$ cat src/rtl/lstm_layer1_ctrl_if.sv
// Layer-1 datapath control bundle: run handshake plus all layer-1 MAC/memory controls.
//   master: controller side (drives everything except start)
//   slave : datapath/requester side
interface lstm_layer1_ctrl_if #(
  parameter int unsigned ADDR_W = 12
);
  logic              start;
  logic              busy;
  logic              done;
  logic              acc_x_1;
  logic              acc_h_1;
  logic [ADDR_W-1:0] addr_x1;
  logic [ADDR_W-1:0] rd_addr_w_1;
  logic [ADDR_W-1:0] rd_addr_u_1;
  logic [ADDR_W-1:0] rd_addr_b_1;
  logic [ADDR_W-1:0] rd_addr_h1;
  logic [ADDR_W-1:0] rd_addr_c1;
  logic              wr_h1;
  logic [ADDR_W-1:0] wr_addr_h1;
  logic              wr_c1;
  logic [ADDR_W-1:0] wr_addr_c1;

  modport master (
    input  start,
    output busy, done, acc_x_1, acc_h_1,
    output addr_x1, rd_addr_w_1, rd_addr_u_1, rd_addr_b_1, rd_addr_h1, rd_addr_c1,
    output wr_h1, wr_addr_h1, wr_c1, wr_addr_c1
  );

  modport slave (
    output start,
    input  busy, done, acc_x_1, acc_h_1,
    input  addr_x1, rd_addr_w_1, rd_addr_u_1, rd_addr_b_1, rd_addr_h1, rd_addr_c1,
    input  wr_h1, wr_addr_h1, wr_c1, wr_addr_c1
  );
endinterface

$ cat src/rtl/lstm_layer1_ctrl.sv
// Layer-1 LSTM control sequencer. For every timestep t and cell n it runs
// ACC (K cycles) -> DRAIN -> WRITE -> NEXT, producing all layer-1 datapath controls.
// Ports:
//   clk  - rising-edge clock
//   rst  - asynchronous active-low reset
//   bus  - lstm_layer1_ctrl_if.master: start in; busy/done, acc enables,
//          read/write addresses and write strobes out (all registered)
module lstm_layer1_ctrl #(
  parameter int unsigned TIMESTEP    = 7,
  parameter int unsigned LAYR1_INPUT = 53,
  parameter int unsigned LAYR1_CELL  = 53,
  parameter int unsigned ADDR_W      = 12
) (
  input  logic                clk,
  input  logic                rst,
  lstm_layer1_ctrl_if.master  bus
);

  localparam int unsigned K   = (LAYR1_INPUT > LAYR1_CELL) ? LAYR1_INPUT : LAYR1_CELL;
  localparam int unsigned K_W = $clog2(K + 1);
  localparam int unsigned N_W = $clog2(LAYR1_CELL + 1);
  localparam int unsigned T_W = $clog2(TIMESTEP + 1);

  // Largest address any output can take; must fit in ADDR_W.
  localparam longint unsigned MAX_WR = longint'(TIMESTEP + 1) * longint'(LAYR1_CELL) - 1;
  localparam longint unsigned MAX_X  = longint'(TIMESTEP) * longint'(LAYR1_INPUT) - 1;
  localparam longint unsigned MAX_W  = longint'(LAYR1_CELL) * longint'(LAYR1_INPUT) - 1;
  localparam longint unsigned MAX_U  = longint'(LAYR1_CELL) * longint'(LAYR1_CELL) - 1;
  localparam bit CFG_OK = (MAX_WR < (64'd1 << ADDR_W)) && (MAX_X < (64'd1 << ADDR_W)) &&
                          (MAX_W  < (64'd1 << ADDR_W)) && (MAX_U < (64'd1 << ADDR_W));

  typedef enum logic [2:0] {
    S_IDLE  = 3'd0,
    S_ACC   = 3'd1,
    S_DRAIN = 3'd2,
    S_WRITE = 3'd3,
    S_NEXT  = 3'd4
  } state_e;

  state_e            state_q, state_d;
  logic [T_W-1:0]    t_q, t_d;
  logic [N_W-1:0]    n_q, n_d;
  logic [K_W-1:0]    k_q, k_d;
  // Running products replacing multipliers: t*INPUT, t*CELL, n*INPUT, n*CELL.
  logic [ADDR_W-1:0] xt_base_q, xt_base_d;
  logic [ADDR_W-1:0] ht_base_q, ht_base_d;
  logic [ADDR_W-1:0] wn_base_q, wn_base_d;
  logic [ADDR_W-1:0] un_base_q, un_base_d;

  logic              busy_q, busy_d;
  logic              done_q, done_d;
  logic              acc_x_q, acc_x_d;
  logic              acc_h_q, acc_h_d;
  logic              wr_q, wr_d;
  logic [ADDR_W-1:0] addr_x_q, addr_x_d;
  logic [ADDR_W-1:0] addr_w_q, addr_w_d;
  logic [ADDR_W-1:0] addr_u_q, addr_u_d;
  logic [ADDR_W-1:0] addr_b_q, addr_b_d;
  logic [ADDR_W-1:0] addr_h_q, addr_h_d;
  logic [ADDR_W-1:0] addr_c_q, addr_c_d;
  logic [ADDR_W-1:0] wr_addr_q, wr_addr_d;
  logic [K_W-1:0]    kx, kh;

  // Next state, counters and the registered outputs derived from them.
  always_comb begin
    state_d   = state_q;
    t_d       = t_q;
    n_d       = n_q;
    k_d       = k_q;
    xt_base_d = xt_base_q;
    ht_base_d = ht_base_q;
    wn_base_d = wn_base_q;
    un_base_d = un_base_q;
    done_d    = 1'b0;
    addr_x_d  = addr_x_q;
    addr_w_d  = addr_w_q;
    addr_u_d  = addr_u_q;
    addr_b_d  = addr_b_q;
    addr_h_d  = addr_h_q;
    addr_c_d  = addr_c_q;
    wr_addr_d = wr_addr_q;

    unique case (state_q)
      // The done cycle is IDLE entry; start is not accepted until the next cycle.
      S_IDLE: begin
        if (bus.start && !done_q) begin
          state_d   = S_ACC;
          t_d       = '0;
          n_d       = '0;
          k_d       = '0;
          xt_base_d = '0;
          ht_base_d = '0;
          wn_base_d = '0;
          un_base_d = '0;
        end
      end
      S_ACC: begin
        if (k_q == K_W'(K - 1)) state_d = S_DRAIN;
        else                    k_d     = k_q + K_W'(1);
      end
      S_DRAIN: state_d = S_WRITE;
      S_WRITE: state_d = S_NEXT;
      S_NEXT: begin
        k_d     = '0;
        state_d = S_ACC;
        if (n_q != N_W'(LAYR1_CELL - 1)) begin
          n_d       = n_q + N_W'(1);
          wn_base_d = wn_base_q + ADDR_W'(LAYR1_INPUT);
          un_base_d = un_base_q + ADDR_W'(LAYR1_CELL);
        end else begin
          n_d       = '0;
          wn_base_d = '0;
          un_base_d = '0;
          if (t_q != T_W'(TIMESTEP - 1)) begin
            t_d       = t_q + T_W'(1);
            xt_base_d = xt_base_q + ADDR_W'(LAYR1_INPUT);
            ht_base_d = ht_base_q + ADDR_W'(LAYR1_CELL);
          end else begin
            state_d = S_IDLE;
            done_d  = 1'b1;
          end
        end
      end
      default: state_d = S_IDLE;
    endcase

    // k clamped to each vector's last index so addresses hold once k runs past it.
    kx = (k_d < K_W'(LAYR1_INPUT)) ? k_d : K_W'(LAYR1_INPUT - 1);
    kh = (k_d < K_W'(LAYR1_CELL))  ? k_d : K_W'(LAYR1_CELL - 1);

    busy_d  = (state_d != S_IDLE);
    acc_x_d = (state_d == S_ACC) && (k_d < K_W'(LAYR1_INPUT));
    acc_h_d = (state_d == S_ACC) && (k_d < K_W'(LAYR1_CELL));
    wr_d    = (state_d == S_WRITE);

    if (state_d == S_ACC) begin
      addr_x_d = xt_base_d + ADDR_W'(kx);
      addr_w_d = wn_base_d + ADDR_W'(kx);
      addr_u_d = un_base_d + ADDR_W'(kh);
      addr_h_d = ht_base_d + ADDR_W'(kh);
    end
    if (state_d != S_IDLE) begin
      addr_b_d = ADDR_W'(n_d);
      addr_c_d = ht_base_d + ADDR_W'(n_d);
    end
    // h/c region 0..CELL-1 is the initial state, so writes land one timestep up.
    if (wr_d) wr_addr_d = ht_base_d + ADDR_W'(LAYR1_CELL) + ADDR_W'(n_d);
  end

  // State, counters and output registers.
  always_ff @(posedge clk or negedge rst) begin
    if (!rst) begin
      state_q   <= S_IDLE;
      t_q       <= '0;
      n_q       <= '0;
      k_q       <= '0;
      xt_base_q <= '0;
      ht_base_q <= '0;
      wn_base_q <= '0;
      un_base_q <= '0;
      busy_q    <= 1'b0;
      done_q    <= 1'b0;
      acc_x_q   <= 1'b0;
      acc_h_q   <= 1'b0;
      wr_q      <= 1'b0;
      addr_x_q  <= '0;
      addr_w_q  <= '0;
      addr_u_q  <= '0;
      addr_b_q  <= '0;
      addr_h_q  <= '0;
      addr_c_q  <= '0;
      wr_addr_q <= '0;
    end else begin
      state_q   <= state_d;
      t_q       <= t_d;
      n_q       <= n_d;
      k_q       <= k_d;
      xt_base_q <= xt_base_d;
      ht_base_q <= ht_base_d;
      wn_base_q <= wn_base_d;
      un_base_q <= un_base_d;
      busy_q    <= busy_d;
      done_q    <= done_d;
      acc_x_q   <= acc_x_d;
      acc_h_q   <= acc_h_d;
      wr_q      <= wr_d;
      addr_x_q  <= addr_x_d;
      addr_w_q  <= addr_w_d;
      addr_u_q  <= addr_u_d;
      addr_b_q  <= addr_b_d;
      addr_h_q  <= addr_h_d;
      addr_c_q  <= addr_c_d;
      wr_addr_q <= wr_addr_d;
    end
  end

  assign bus.busy        = busy_q;
  assign bus.done        = done_q;
  assign bus.acc_x_1     = acc_x_q;
  assign bus.acc_h_1     = acc_h_q;
  assign bus.addr_x1     = addr_x_q;
  assign bus.rd_addr_w_1 = addr_w_q;
  assign bus.rd_addr_u_1 = addr_u_q;
  assign bus.rd_addr_b_1 = addr_b_q;
  assign bus.rd_addr_h1  = addr_h_q;
  assign bus.rd_addr_c1  = addr_c_q;
  assign bus.wr_h1       = wr_q;
  assign bus.wr_c1       = wr_q;
  assign bus.wr_addr_h1  = wr_addr_q;
  assign bus.wr_addr_c1  = wr_addr_q;

  // Configurations whose addresses overflow ADDR_W are not supported.
  a_cfg_fits: assert property (@(posedge clk) disable iff (!rst) CFG_OK)
    else $error("lstm_layer1_ctrl: address range exceeds ADDR_W");

endmodule

$ cat src/flat_wrapper.sv
// flat-port wrapper written by rule: the top's interface ports become plain ports
module lstm_layer1_ctrl_flat 
#(
  parameter int unsigned TIMESTEP    = 7,
  parameter int unsigned LAYR1_INPUT = 53,
  parameter int unsigned LAYR1_CELL  = 53,
  parameter int unsigned ADDR_W      = 12
)
  (clk, rst, bus_start, bus_busy, bus_done, bus_acc_x_1, bus_acc_h_1, bus_addr_x1, bus_rd_addr_w_1, bus_rd_addr_u_1, bus_rd_addr_b_1, bus_rd_addr_h1, bus_rd_addr_c1, bus_wr_h1, bus_wr_addr_h1, bus_wr_c1, bus_wr_addr_c1);
  lstm_layer1_ctrl_if #(.ADDR_W(ADDR_W)) bus_i ();
  input  logic clk;
  input  logic rst;
  input wire logic [$bits(bus_i.start)-1:0] bus_start;
  output wire logic [$bits(bus_i.busy)-1:0] bus_busy;
  output wire logic [$bits(bus_i.done)-1:0] bus_done;
  output wire logic [$bits(bus_i.acc_x_1)-1:0] bus_acc_x_1;
  output wire logic [$bits(bus_i.acc_h_1)-1:0] bus_acc_h_1;
  output wire logic [$bits(bus_i.addr_x1)-1:0] bus_addr_x1;
  output wire logic [$bits(bus_i.rd_addr_w_1)-1:0] bus_rd_addr_w_1;
  output wire logic [$bits(bus_i.rd_addr_u_1)-1:0] bus_rd_addr_u_1;
  output wire logic [$bits(bus_i.rd_addr_b_1)-1:0] bus_rd_addr_b_1;
  output wire logic [$bits(bus_i.rd_addr_h1)-1:0] bus_rd_addr_h1;
  output wire logic [$bits(bus_i.rd_addr_c1)-1:0] bus_rd_addr_c1;
  output wire logic [$bits(bus_i.wr_h1)-1:0] bus_wr_h1;
  output wire logic [$bits(bus_i.wr_addr_h1)-1:0] bus_wr_addr_h1;
  output wire logic [$bits(bus_i.wr_c1)-1:0] bus_wr_c1;
  output wire logic [$bits(bus_i.wr_addr_c1)-1:0] bus_wr_addr_c1;
  assign bus_i.start = bus_start;
  assign bus_busy = bus_i.busy;
  assign bus_done = bus_i.done;
  assign bus_acc_x_1 = bus_i.acc_x_1;
  assign bus_acc_h_1 = bus_i.acc_h_1;
  assign bus_addr_x1 = bus_i.addr_x1;
  assign bus_rd_addr_w_1 = bus_i.rd_addr_w_1;
  assign bus_rd_addr_u_1 = bus_i.rd_addr_u_1;
  assign bus_rd_addr_b_1 = bus_i.rd_addr_b_1;
  assign bus_rd_addr_h1 = bus_i.rd_addr_h1;
  assign bus_rd_addr_c1 = bus_i.rd_addr_c1;
  assign bus_wr_h1 = bus_i.wr_h1;
  assign bus_wr_addr_h1 = bus_i.wr_addr_h1;
  assign bus_wr_c1 = bus_i.wr_c1;
  assign bus_wr_addr_c1 = bus_i.wr_addr_c1;
  lstm_layer1_ctrl #(.TIMESTEP(TIMESTEP), .LAYR1_INPUT(LAYR1_INPUT), .LAYR1_CELL(LAYR1_CELL), .ADDR_W(ADDR_W)) u_core (.clk(clk), .rst(rst), .bus(bus_i));
endmodule
$ cat config.mk
export PLATFORM = sky130hd
export DESIGN_NAME = lstm_layer1_ctrl_flat
export DESIGN_NICKNAME = d
export VERILOG_FILES = /design/src/rtl/lstm_layer1_ctrl_if.sv /design/src/rtl/lstm_layer1_ctrl.sv /design/src/flat_wrapper.sv
export SDC_FILE = /design/constraint.sdc
export NUM_CORES = 1
export LEC_CHECK = 0
export BUFFER_PORTS_ARGS = -buffer_cell sky130_fd_sc_hd__buf_2
export CORE_MARGIN = 3
export CORE_UTILIZATION = 64
export DETAILED_ROUTE_END_ITERATION = 10
export PLACE_DENSITY_LB_ADDON = 0.2
export SYNTH_ARGS = -nofsm -noshare
export SYNTH_HDL_FRONTEND = slang
export SYNTH_SLANG_ARGS = --single-unit
export TNS_END_PERCENT = 20
$ cat constraint.sdc
create_clock -name clk -period 10.6 [get_ports clk]
set_clock_uncertainty 0.1 [all_clocks]
set_input_delay 0 -clock clk [delete_from_list [all_inputs] [get_ports clk]]
set_output_delay 0 -clock clk [all_outputs]
set_load 0.005 [all_outputs]
Word-level counts from Yosys, hierarchy flattened --
Cells that the tools add are included.
Storage, ports and cells: bits of input ports 3, bits in latches 0, flip-flop bits (word level) 148, word-level logic and storage cells 86, output and inout port bits 102, memories kept 0, bits in writable memories 0, ROM bits 0
Operators by class: magnitude comparators 1, reductions and logical operators 7, bitwise gates (word level) 0, shift operators 0, $add $sub $neg 14, muxes and demuxes 33, equal/unequal tests 12, divide/modulo/power cells 0, multipliers 0
Operators with widths (count):
- $mux W12 | 10
- $pmux W12 S2 | 4
- $add A12 B6 Y12 | 6
- $add A12 B6 Y12 const B | 5
- $mux W6 | 5
- $mux W3 | 6
- $pmux W6 S3 | 1
- $pmux W3 S5 | 1
- $add A6 B1 Y6 const B | 2
- $pmux W6 S2 | 1
- $eq A3 B2 Y1 const B | 3
- $eq A3 B1 Y1 const B | 2
- $eq A6 B6 Y1 const B | 1
- $lt A6 B6 Y1 const B | 1
- $ne A6 B6 Y1 const B | 1
- $pmux W3 S2 | 1
- $mux W1 | 4
- $ne A2 B1 Y1 const B | 2
- $reduce_and A4 Y1 | 1
- $add A3 B1 Y3 const B | 1
- $eq A3 B3 Y1 const B | 1
- $logic_not A3 Y1 | 1
- $ne A3 B3 Y1 const B | 1
- $reduce_bool A3 Y1 | 1
- 4 further kinds | 5

Logic depth before layout (Yosys ltp) --
Gate-level depths: netlist (run 1).
depth in word-level cells 7, gate-level depth with buffers 21, depth with buffers taken out 19

Worst setup path before layout (run 1) --
Ideal clock, no wire load.
path type reg2reg, from register u_core.state_q[1], to register u_core.wr_addr_q[11], in the netlist u_core.bus.wr_addr_c1[11], library setup time 0.095 ns, required time 10.405 ns, clock period less this slack 4.132 ns, slack 6.468 ns, stages on the path, launching flop included 19, data arrival time 3.937 ns, cell sequence dfrtp_1 > buf_2 > nor2_1 > o21a_1 > buf_2 > buf_2 > buf_2 > o21ai_1 > a22o_1 > ha_1 > ha_1 > fa_1 > a21o_1 > a21oi_1 > o21bai_1 > a21oi_1 > inv_1 > and3_1 > o31ai_1
Between the ends: word-level cells in the longest chain between the ends 4, elaborated cells on any way between the ends 13
Ends and longest elaborated chain:
- from (decl) | line lstm_layer1_ctrl.sv:40 | state_e state_q, state_d;
- from (signal assigned) | line lstm_layer1_ctrl.sv:174 | state_q <= state_d;
- $eq A3 B3 Y1 or $logic_not A3 Y1 (tied branches) | line lstm_layer1_ctrl.sv:83 | unique case (state_q)
- $pmux W12 S2 (*) | line lstm_layer1_ctrl.sv:83
- named net u_core.ht_base_d[1] | line lstm_layer1_ctrl.sv:46 | logic [ADDR_W-1:0] ht_base_q, ht_base_d;
- $add A12 B6 Y12 (*) (2 in a row) | line lstm_layer1_ctrl.sv:147 | if (wr_d) wr_addr_d = ht_base_d + ADDR_W'(LAYR1_CELL) + ADDR_W'(n_d);
- to (signal assigned) | line lstm_layer1_ctrl.sv:193 | wr_addr_q <= wr_addr_d;
- to (decl) | line lstm_layer1_ctrl.sv:61 | logic [ADDR_W-1:0] wr_addr_q, wr_addr_d;
Mark *: on every way through the listed nets, which the timed path passes. The rest lies on a longest branch. A chain may end at the register's enable or synchronous reset.

Final worst setup path (run 1) --
from register u_core.n_q[0], to register u_core.wr_addr_q[11], in the netlist u_core.bus.wr_addr_c1[11]
Between the ends: word-level cells in the longest chain between the ends 5, elaborated cells on any way between the ends 12
Ends and longest elaborated chain:
- from (decl) | line lstm_layer1_ctrl.sv:42 | logic [N_W-1:0] n_q, n_d;
- from (signal assigned) | line lstm_layer1_ctrl.sv:176 | n_q <= n_d;
- $ne A6 B6 Y1 | line lstm_layer1_ctrl.sv:106 | if (n_q != N_W'(LAYR1_CELL - 1)) begin
- $mux W12 | line lstm_layer1_ctrl.sv:106
- $pmux W12 S2 | line lstm_layer1_ctrl.sv:83
- named net u_core.ht_base_d[1] | line lstm_layer1_ctrl.sv:46
- $add A12 B6 Y12 (2 in a row) | line lstm_layer1_ctrl.sv:147
The timed path passes the listed nets, and every way through them passes these cells.

==> results of run 1 <==
[kinds of logic after synthesis]
kind of cell / Yosys count
buffers and inverters: 121
other: 1
adder cells (fa/ha/maj): 58
multiplexers: 7
AO/OA/AOI/OAI: 300
flip-flops: 148
AND/OR/NAND/NOR: 293
XOR/XNOR: 42
[metal layers]
| layer | vias up | wire (µm) | global-route usage (%) |
|---|---|---|---|
| met5 | - | 0 | 0 |
| met4 | 0 | 522 | 11.42 |
| met3 | 47 | 1511 | 6.496 |
| met2 | 283 | 9632 | 44.24 |
| met1 | 3561 | 9195 | 40.09 |
| li1 | 3583 | - | - |
[layout make-up]
class | count | area [µm²]
inverters | 63 | 236.5
multi-input cells | 706 | 4547
fillers | 1008 | 3465
clock inverters | 13 | 158.9
flip-flops and latches | 148 | 3704
clock buffers | 19 | 442.9
well taps | 176 | 220.2
repair buffers | 108 | 574.3
[critical path, cell delays in order (launching register included)]
cell	delay [ns]
dfrtp_1	0.39
inv_1	0.11
ha_1	0.19
nand4b_2	0.24
nor2_1	0.75
o21ai_1	0.39
a22o_1	0.45
ha_1	0.37
ha_1	0.24
fa_1	0.42
a21o_1	0.20
a21oi_1	0.24
o21bai_1	0.09
a21oi_1	0.35
inv_1	0.09
and3_1	0.18
o31ai_1	0.21
[power breakdown]
group	total (W)	internal, W	switching (W)
logic	0.0000130	0.00000113	0.0000118
clock network	0.000617	0.000375	0.000242
registers	0.000565	0.000565	0
[registers in the layout, summed over array words and instances (netlist names), 6 cells and up]
signal / count
u_core.bus.rd_addr_w_1: 12
u_core.xt_base_q: 12
u_core.wn_base_q: 12
u_core.bus.wr_addr_c1: 12
u_core.bus.addr_x1: 12
u_core.un_base_q: 12
u_core.bus.rd_addr_h1: 12
u_core.k_q: 6
u_core.bus.rd_addr_c1: 12
u_core.bus.rd_addr_b_1: 6
u_core.ht_base_q: 12
u_core.n_q: 6
u_core.bus.rd_addr_u_1: 12
[cell usage after synthesis, types with 10 or more instances]
cell,instances,area [µm²]
a21o_1,16,120.1
a21oi_1,67,335.3
a31oi_1,10,62.56
and3_1,12,75.07
buf_2,10,50.05
buf_4,20,150.1
clkbuf_1,19,71.32
dfrtp_1,148,3704
ha_1,50,625.6
inv_1,60,225.2
nand2_1,149,559.3
nand3_1,21,105.1
nor2_1,41,153.9
nor3_1,15,75.07
o21ai_0,93,465.5
o31ai_1,20,150.1
xnor2_1,33,289.0
[through the flow]
stage | instances | hold WS, ns
2_1_floorplan | 975 | -0.3956
6_report | 1233 | 0.05826
3_3_place_gp | 1200 | -0.03046
5_1_grt | 1233 | 0.07061
3_5_place_dp | 1200 | -0.03145
4_1_cts | 1233 | 0.04769
[worst paths after layout]
path / start / to / slack [ns]
max: u_core.n_q[0] / u_core.bus.wr_addr_c1[11] / 5.48
min: rst / u_core.bus.rd_addr_w_1[6] / 0.06
max reg2reg: u_core.n_q[0] / u_core.bus.wr_addr_c1[11] / 5.48
min reg2reg: u_core.bus.rd_addr_h1[9] / u_core.bus.rd_addr_h1[9] / 0.37
max in group asynchronous: rst / u_core.n_q[1] / 8.95
min in group clk: bus_start / u_core.state_q[0] / 0.06
==> metrics.txt, run 1 <==
Sink Count 148; Ys Warns 0; VDD IR max 0.1147 mV; Synth Area in Compound Gates 21.76%; post-cts repair resize count 0; Max-Cap Viols 0; GRT overflow 0; Post-synth EDFFs 0; Design Area, Final 9883 µm²; drt total wl 20860 µm; Fmax 195.4 MHz; post-route ant nets 0; Tot Pwr 0.001195 W; Die Y 123.1 µm; largest net degree at the start of global routing 78; cell area after synthesis 8770 µm²; first-pass GRT wire length 34220 µm; sequential share of the synthesized area 42.23%; Setup-failing EPs final 0; Tot GR Track Use 28.83%; Adder-Cell Fraction of Synth Area 8.960%; DIE WIDTH 123.1 µm; Place WS 5.575 ns; commonest non-fill, non-tap cells in the layout nand2_1, dfrtp_1, buf_2, o21ai_0, a21oi_1; worst hold-check path type primary input to async pin; Initial Util 65.70%; clk root buf clkbuf_16; Layout Utilization 74.04%; CTS tree yes; RSZ-0062 raised after global routing no; worst slew pin tran 1.135 ns; Ports 105; xor/xnor share of the synthesized area 4.195%; vias per cell 6.062; Setup crit start kind flop; R2R depth 16; Slew Viols, Final 0; initial antenna violation count 0; Critical Path Fanout Max 12; DRC Markers 0; hold_buf cts 1; commonest non-fill, non-tap cell in the layout nand2_1; GPL Wtd Cong 0.8504; via count 7474; minimum clock period after layout 5.119 ns; post-route clock period utilization 48.29%; DPL Wire Length 14170 µm; WL per Instance 16.92 µm; cell count after synthesis 970; # diodes 0; DP Area 9271 µm²; IO Port Bufs 98; Initial DRT Pass Iterations 5; Pwr per Cell Area 120.9 nW/µm²; Worst Path Required 10.82 ns; max-slew headroom at the worst pin 24.19%; Critical Path AT 5.34 ns; final hold vios 0; Pleak 4.511 nW; vias in the first global route 6969; Die ar. 15140 µm²; final worst setup slack 5.481 ns; layout cells sized above 1 15.52%; DRC violation total after the first TritonRoute iteration 572; Layout area overhead 12.70%; # rows 42; Yosys cell types 77; Worst-Skew Late Latency 0.43 ns; status finished, final reports clean; Placeable Area 13350 µm²; Worst-path clk slew 0.06 ns; Fin Setup TNS 0 ns; nets 1105; Synth async-reset ratio 100.0%; kind of critical path flop to flop; Num CTS Buffers 17; H-tree level count 4; Max clock buf depth 2; fraction of synthesized area in multiplexers 0.8418%; #FFs+latches synth 148; ys flop type dfrtp_1; synthesized area per cell 9.041 µm²; largest family of logic cells by synthesized area compound AO/OA/AOI/OAI gates; crit end category flop; setup repair bufs after CTS 0; Post-Synth Simple-Gate Area 15.71%
Power figures use the tool's default switching activity.
==> run 2: changes to the inputs <==
CORE_UTILIZATION = 59   (was 64)
clock period = 5 ns   (was 10.6 ns; I/O delays follow)
==> run 2 against run 1 <==
Net effect: hold slack lost 0.024 ns; critical path depth is 1 lower; worst setup slack worse by 5.0 ns; routed wire length increased by 0.85%; sequential share of layout area fell by 0.25 points; first-iteration DRC count fell by 5.1%; non-clock buffer count grew 10; maximum frequency increased by 13%; flip-flop and latch count unchanged; global-route usage decreased by 1.9 points.
==> metrics.txt, run 2 (synthesized netlist as in run 1, its figures left out) <==
GRT overflow 0; Worst-path clk slew 0.06 ns; Initial DRT Pass Iterations 5; IO Port Bufs 98; post-route clock period utilization 90.43%; Pwr per Cell Area 250.6 nW/µm²; RSZ-0062 raised after global routing no; drt total wl 21040 µm; Critical Path AT 4.76 ns; DRC Markers 0; Pleak 4.561 nW; commonest non-fill, non-tap cells in the layout nand2_1, dfrtp_1, buf_2, o21ai_0, a21oi_1; vias per cell 5.933; Worst Path Required 5.24 ns; Setup crit start kind flop; Worst-Skew Late Latency 0.43 ns; final hold vios 0; clk root buf clkbuf_16; nets 1115; # rows 43; Tot Pwr 0.002493 W; Layout area overhead 13.47%; GPL Wtd Cong 0.8836; max-slew headroom at the worst pin 34.54%; Placeable Area 14200 µm²; Final Instance Count excl. Fillers 1247; commonest non-fill, non-tap cell in the layout nand2_1; layout cells sized above 1 16.31%; largest net degree at the start of global routing 103; Die ar. 16360 µm²; Tot GR Track Use 26.95%; Num CTS Buffers 17; Initial Util 61.74%; Ports 105; Die Y 127.9 µm; DRC violation total after the first TritonRoute iteration 543; crit end category flop; # diodes 0; Fin Setup TNS 0 ns; WL per Instance 16.87 µm; via count 7399; DPL Wire Length 14670 µm; Sink Count 148; status finished, final reports clean; Place WS 0.5517 ns; Fmax 221.2 MHz; Max clock buf depth 2; Max-Cap Viols 0; worst slew pin tran 0.9783 ns; worst hold-check path type primary input to flop; post-route ant nets 0; Critical Path Fanout Max 12; kind of critical path flop to flop; Slew Viols, Final 0; minimum clock period after layout 4.522 ns; vias in the first global route 7222; H-tree level count 4; final worst setup slack 0.4783 ns; first-pass GRT wire length 35600 µm; VDD IR max 0.2028 mV; DIE WIDTH 127.9 µm; initial antenna violation count 0; Setup-failing EPs final 0; Inst Count DP 1214; CTS tree yes; post-cts repair resize count 0
run 2: cell count changes in the layout (fill, tap and decap cells not counted), sizes merged:
cell / change
clkinv: +3
bufinv: -1
buf: +10
inv: +1
clkinvlp: -3
run 2: metrics by stage:
step / area [µm²] / utilization, % / hold slack (ns)
2_1_floorplan: 8788 / - / -0.3956
3_3_place_gp: 9364 / 65.93 / 0.07650
3_5_place_dp: 9364 / 65.93 / 0.07579
4_1_cts: 9951 / 70.06 / 0.01593
5_1_grt: 9951 / 70.06 / 0.02858
6_report: 9951 / 70.06 / 0.03387
run 2: metal layers:
metal  vias to the layer above  wire [µm]  global-route usage, %
met2                       245       9728                  42.30
li1                       3584          -                      -
met3                        31       1264                  5.750
met4                         0        316                  7.865
met1                      3539       9729                  38.00
met5                         -          0                      0
run 2: report_power, final:
part           switching (W)  internal [W]
sequential                 0       0.00120
clock               0.000523      0.000745
combinational      0.0000251    0.00000240
total               0.000548       0.00195
run 2: worst max-delay path, stage by stage, from the launching register on:
cell and delay, ns:
dfrtp_1 0.49, nor2_1 0.33, o21a_1 0.30, mux2_2 0.20, mux2i_1 0.10, o21ai_0 0.19
a21oi_1 0.14, nor2_1 0.77, ha_1 0.37, a21o_1 0.16, a21oi_1 0.30, o21ai_0 0.13
o211a_1 0.16, o21a_1 0.24, and4_1 0.23, o31ai_1 0.22
run 2: final cells by class:
type                    instances  area [µm²]
multi-input cells             706        4547
fillers                      1162        4253
flip-flops and latches        148        3704
repair buffers                118       661.9
clock buffers                  19       442.9
inverters                      63       236.5
well taps                     180       225.2
clock inverters                13       133.9
run 2: repair_timing:
action | 4_1_cts | 5_1_grt
setup buffers | 0 | 0
endpoints found under the hold margin | 101 | 0
hold buffers | 1 | 0
run 2: final timing paths:
check	from	end	slack [ns]	cells after the start
worst max-delay path	u_core.state_q[0]	u_core.bus.rd_addr_h1[9]	0.48	15
worst min-delay path	bus_start	u_core.state_q[0]	0.03	4
worst max register to register	u_core.state_q[0]	u_core.bus.rd_addr_h1[9]	0.48	15
worst min register to register	u_core.bus.addr_x1[10]	u_core.bus.addr_x1[10]	0.37	2
max in group asynchronous	rst	u_core.bus.rd_addr_c1[8]	3.55	3
min in group asynchronous	rst	u_core.bus.rd_addr_w_1[7]	0.13	2
==> run 3: changes to the inputs <==
CORE_ASPECT_RATIO = 1.1   (was not set)
==> run 3 against run 2 <==
Net effect: flip-flop and latch count is the same; hold slack gained 0.071 ns; clock power shrank 9%; maximum frequency grew 3.7%; power shrank 4.2%; count of clock-buffer cells in the layout grew 6; global-route usage shrank 0.79 points; highest routed layer unchanged.
==> metrics.txt, run 3 (synthesized netlist as in run 1, its figures left out) <==
multi-input logic area 4547 µm²; commonest non-fill, non-tap cell in the layout nand2_1; worst slew pin tran 0.9123 ns; Num CTS Buffers 17; max-slew headroom at the worst pin 39.18%; highest routed layer met4; VDD IR max 0.2241 mV; vias per cell 5.821; vias in the first global route 6996; Max clock buf depth 2; minimum clock period after layout 4.360 ns; Setup-failing EPs final 0; drt total wl 20780 µm; post-cts repair resize count 0; # rows 46; via count 7334; CTS tree yes; worst hold-check path type primary input to flop; IO Port Bufs 98; RSZ-0062 raised after global routing no; Initial Util 60.46%; Sink Count 148; Tot GR Track Use 26.15%; GRT overflow 0; H-tree level count 4; Layout area overhead 13.54%; commonest non-fill, non-tap cells in the layout nand2_1, dfrtp_1, buf_2, o21ai_0, a21oi_1; kind of critical path flop to flop; DRC violation total after the first TritonRoute iteration 616; Fillers 1218; clk root buf clkbuf_16; GPL Wtd Cong 0.9072; status finished, final reports clean; Initial DRT Pass Iterations 5; Pleak 4.569 nW; Placeable Area 14500 µm²; Max-Cap Viols 0; met1 WL 8655 µm; Tot Pwr 0.002389 W; final hold vios 0; first-pass GRT wire length 34110 µm; Setup crit start kind flop; layout cells sized above 1 16.29%; Die Y 133.9 µm; DPL Wire Length 14850 µm; Worst Path Required 5.25 ns; DRC Markers 0; DIE WIDTH 122.2 µm; met2 wire len 10680 µm; Worst-path clk slew 0.06 ns; Critical Path Fanout Max 17; Pwr per Cell Area 240.0 nW/µm²; Ports 105; post-route clock period utilization 87.19%; met3 wire len 1040 µm; # diodes 0; WL per Instance 16.49 µm; Critical Path AT 4.61 ns; largest net degree at the start of global routing 103; post-route ant nets 0; Die ar. 16360 µm²; Fmax 229.4 MHz; Reg area 3704 µm²; initial antenna violation count 0; crit end category flop; Slew Viols, Final 0; Fin Setup TNS 0 ns; nets 1119; Worst-Skew Late Latency 0.42 ns
## run 3: cell count changes in the layout (fill, tap and decap cells not counted), moves of 2 or more
cell,before,now
clkinv_4,2,0
clkinvlp_4,3,1
bufinv_16,2,0
clkbuf_8,1,6
clkinv_2,5,3
buf_4,18,22
## run 3: area by class of cell
type	count	area share, %
Inverter	63	2.375
Multi-Input combinational cell	706	45.66
Sequential cell	148	37.20
Tap cell	192	2.413
Clock buffer	25	5.177
Clock inverter	4	0.2262
Timing Repair Buffer	122	6.949
## run 3: worst paths after layout
path | start | end | slack (ns) | depth (start not counted)
worst min register to register | u_core.bus.rd_addr_w_1[10] | u_core.bus.rd_addr_w_1[10] | 0.37 | 2
worst max register to register | u_core.state_q[1] | u_core.bus.addr_x1[11] | 0.64 | 15
worst min-delay path | bus_start | u_core.state_q[0] | 0.10 | 4
max in group asynchronous | rst | u_core.bus.rd_addr_h1[6] | 3.50 | 3
min in group asynchronous | rst | u_core.bus.rd_addr_u_1[6] | 0.15 | 2
worst max-delay path | u_core.state_q[1] | u_core.bus.addr_x1[11] | 0.64 | 15
## run 3: what timing repair did
item,in CTS,in global routing
buffers inserted,0,0
endpoints found under the hold margin,101,0
hold buffers,1,0
## run 3: layer usage
metal,vias up,track usage [%]
met1,3482,32.08
met2,227,46.62
met4,0,7.965
li1,3589,-
met5,-,0
met3,36,4.766
## run 3: worst max-delay path, cell delays in order (launching register included)
cell and delay (ns):
dfrtp_1 0.50, nor2_1 0.34, o21a_1 0.39, buf_4 0.30
o31ai_1 0.14, o21ai_0 0.17, a21oi_1 0.13, or2_2 0.38
ha_1 0.37, nand2_1 0.08, o211ai_1 0.22, a21oi_1 0.11
a311oi_2 0.33, a21boi_1 0.20, or4b_1 0.43, nand3_1 0.09
## run 3: through the flow
stage	cell area, µm²	worst slack [ns]	utilization, %	hold WS [ns]	instances
global placement	9409	0.7828	64.87	0.06711	1230
CTS	9957	0.6774	68.65	0.08555	1260
detailed placement	9409	0.7034	64.87	0.06617	1230
finish	9957	0.6405	68.65	0.1048	1260
floorplan	8788	0.8676	-	-0.3956	975
global route	9957	0.1625	68.65	0.1044	1260
## run 3: report_power, final
| part | internal, W | leakage, nW | switching (W) |
|---|---|---|---|
| combinational | 0.00000239 | 2.62 | 0.0000247 |
| sequential | 0.00120 | 1.69 | 0 |
| clock | 0.000703 | 0.267 | 0.000461 |
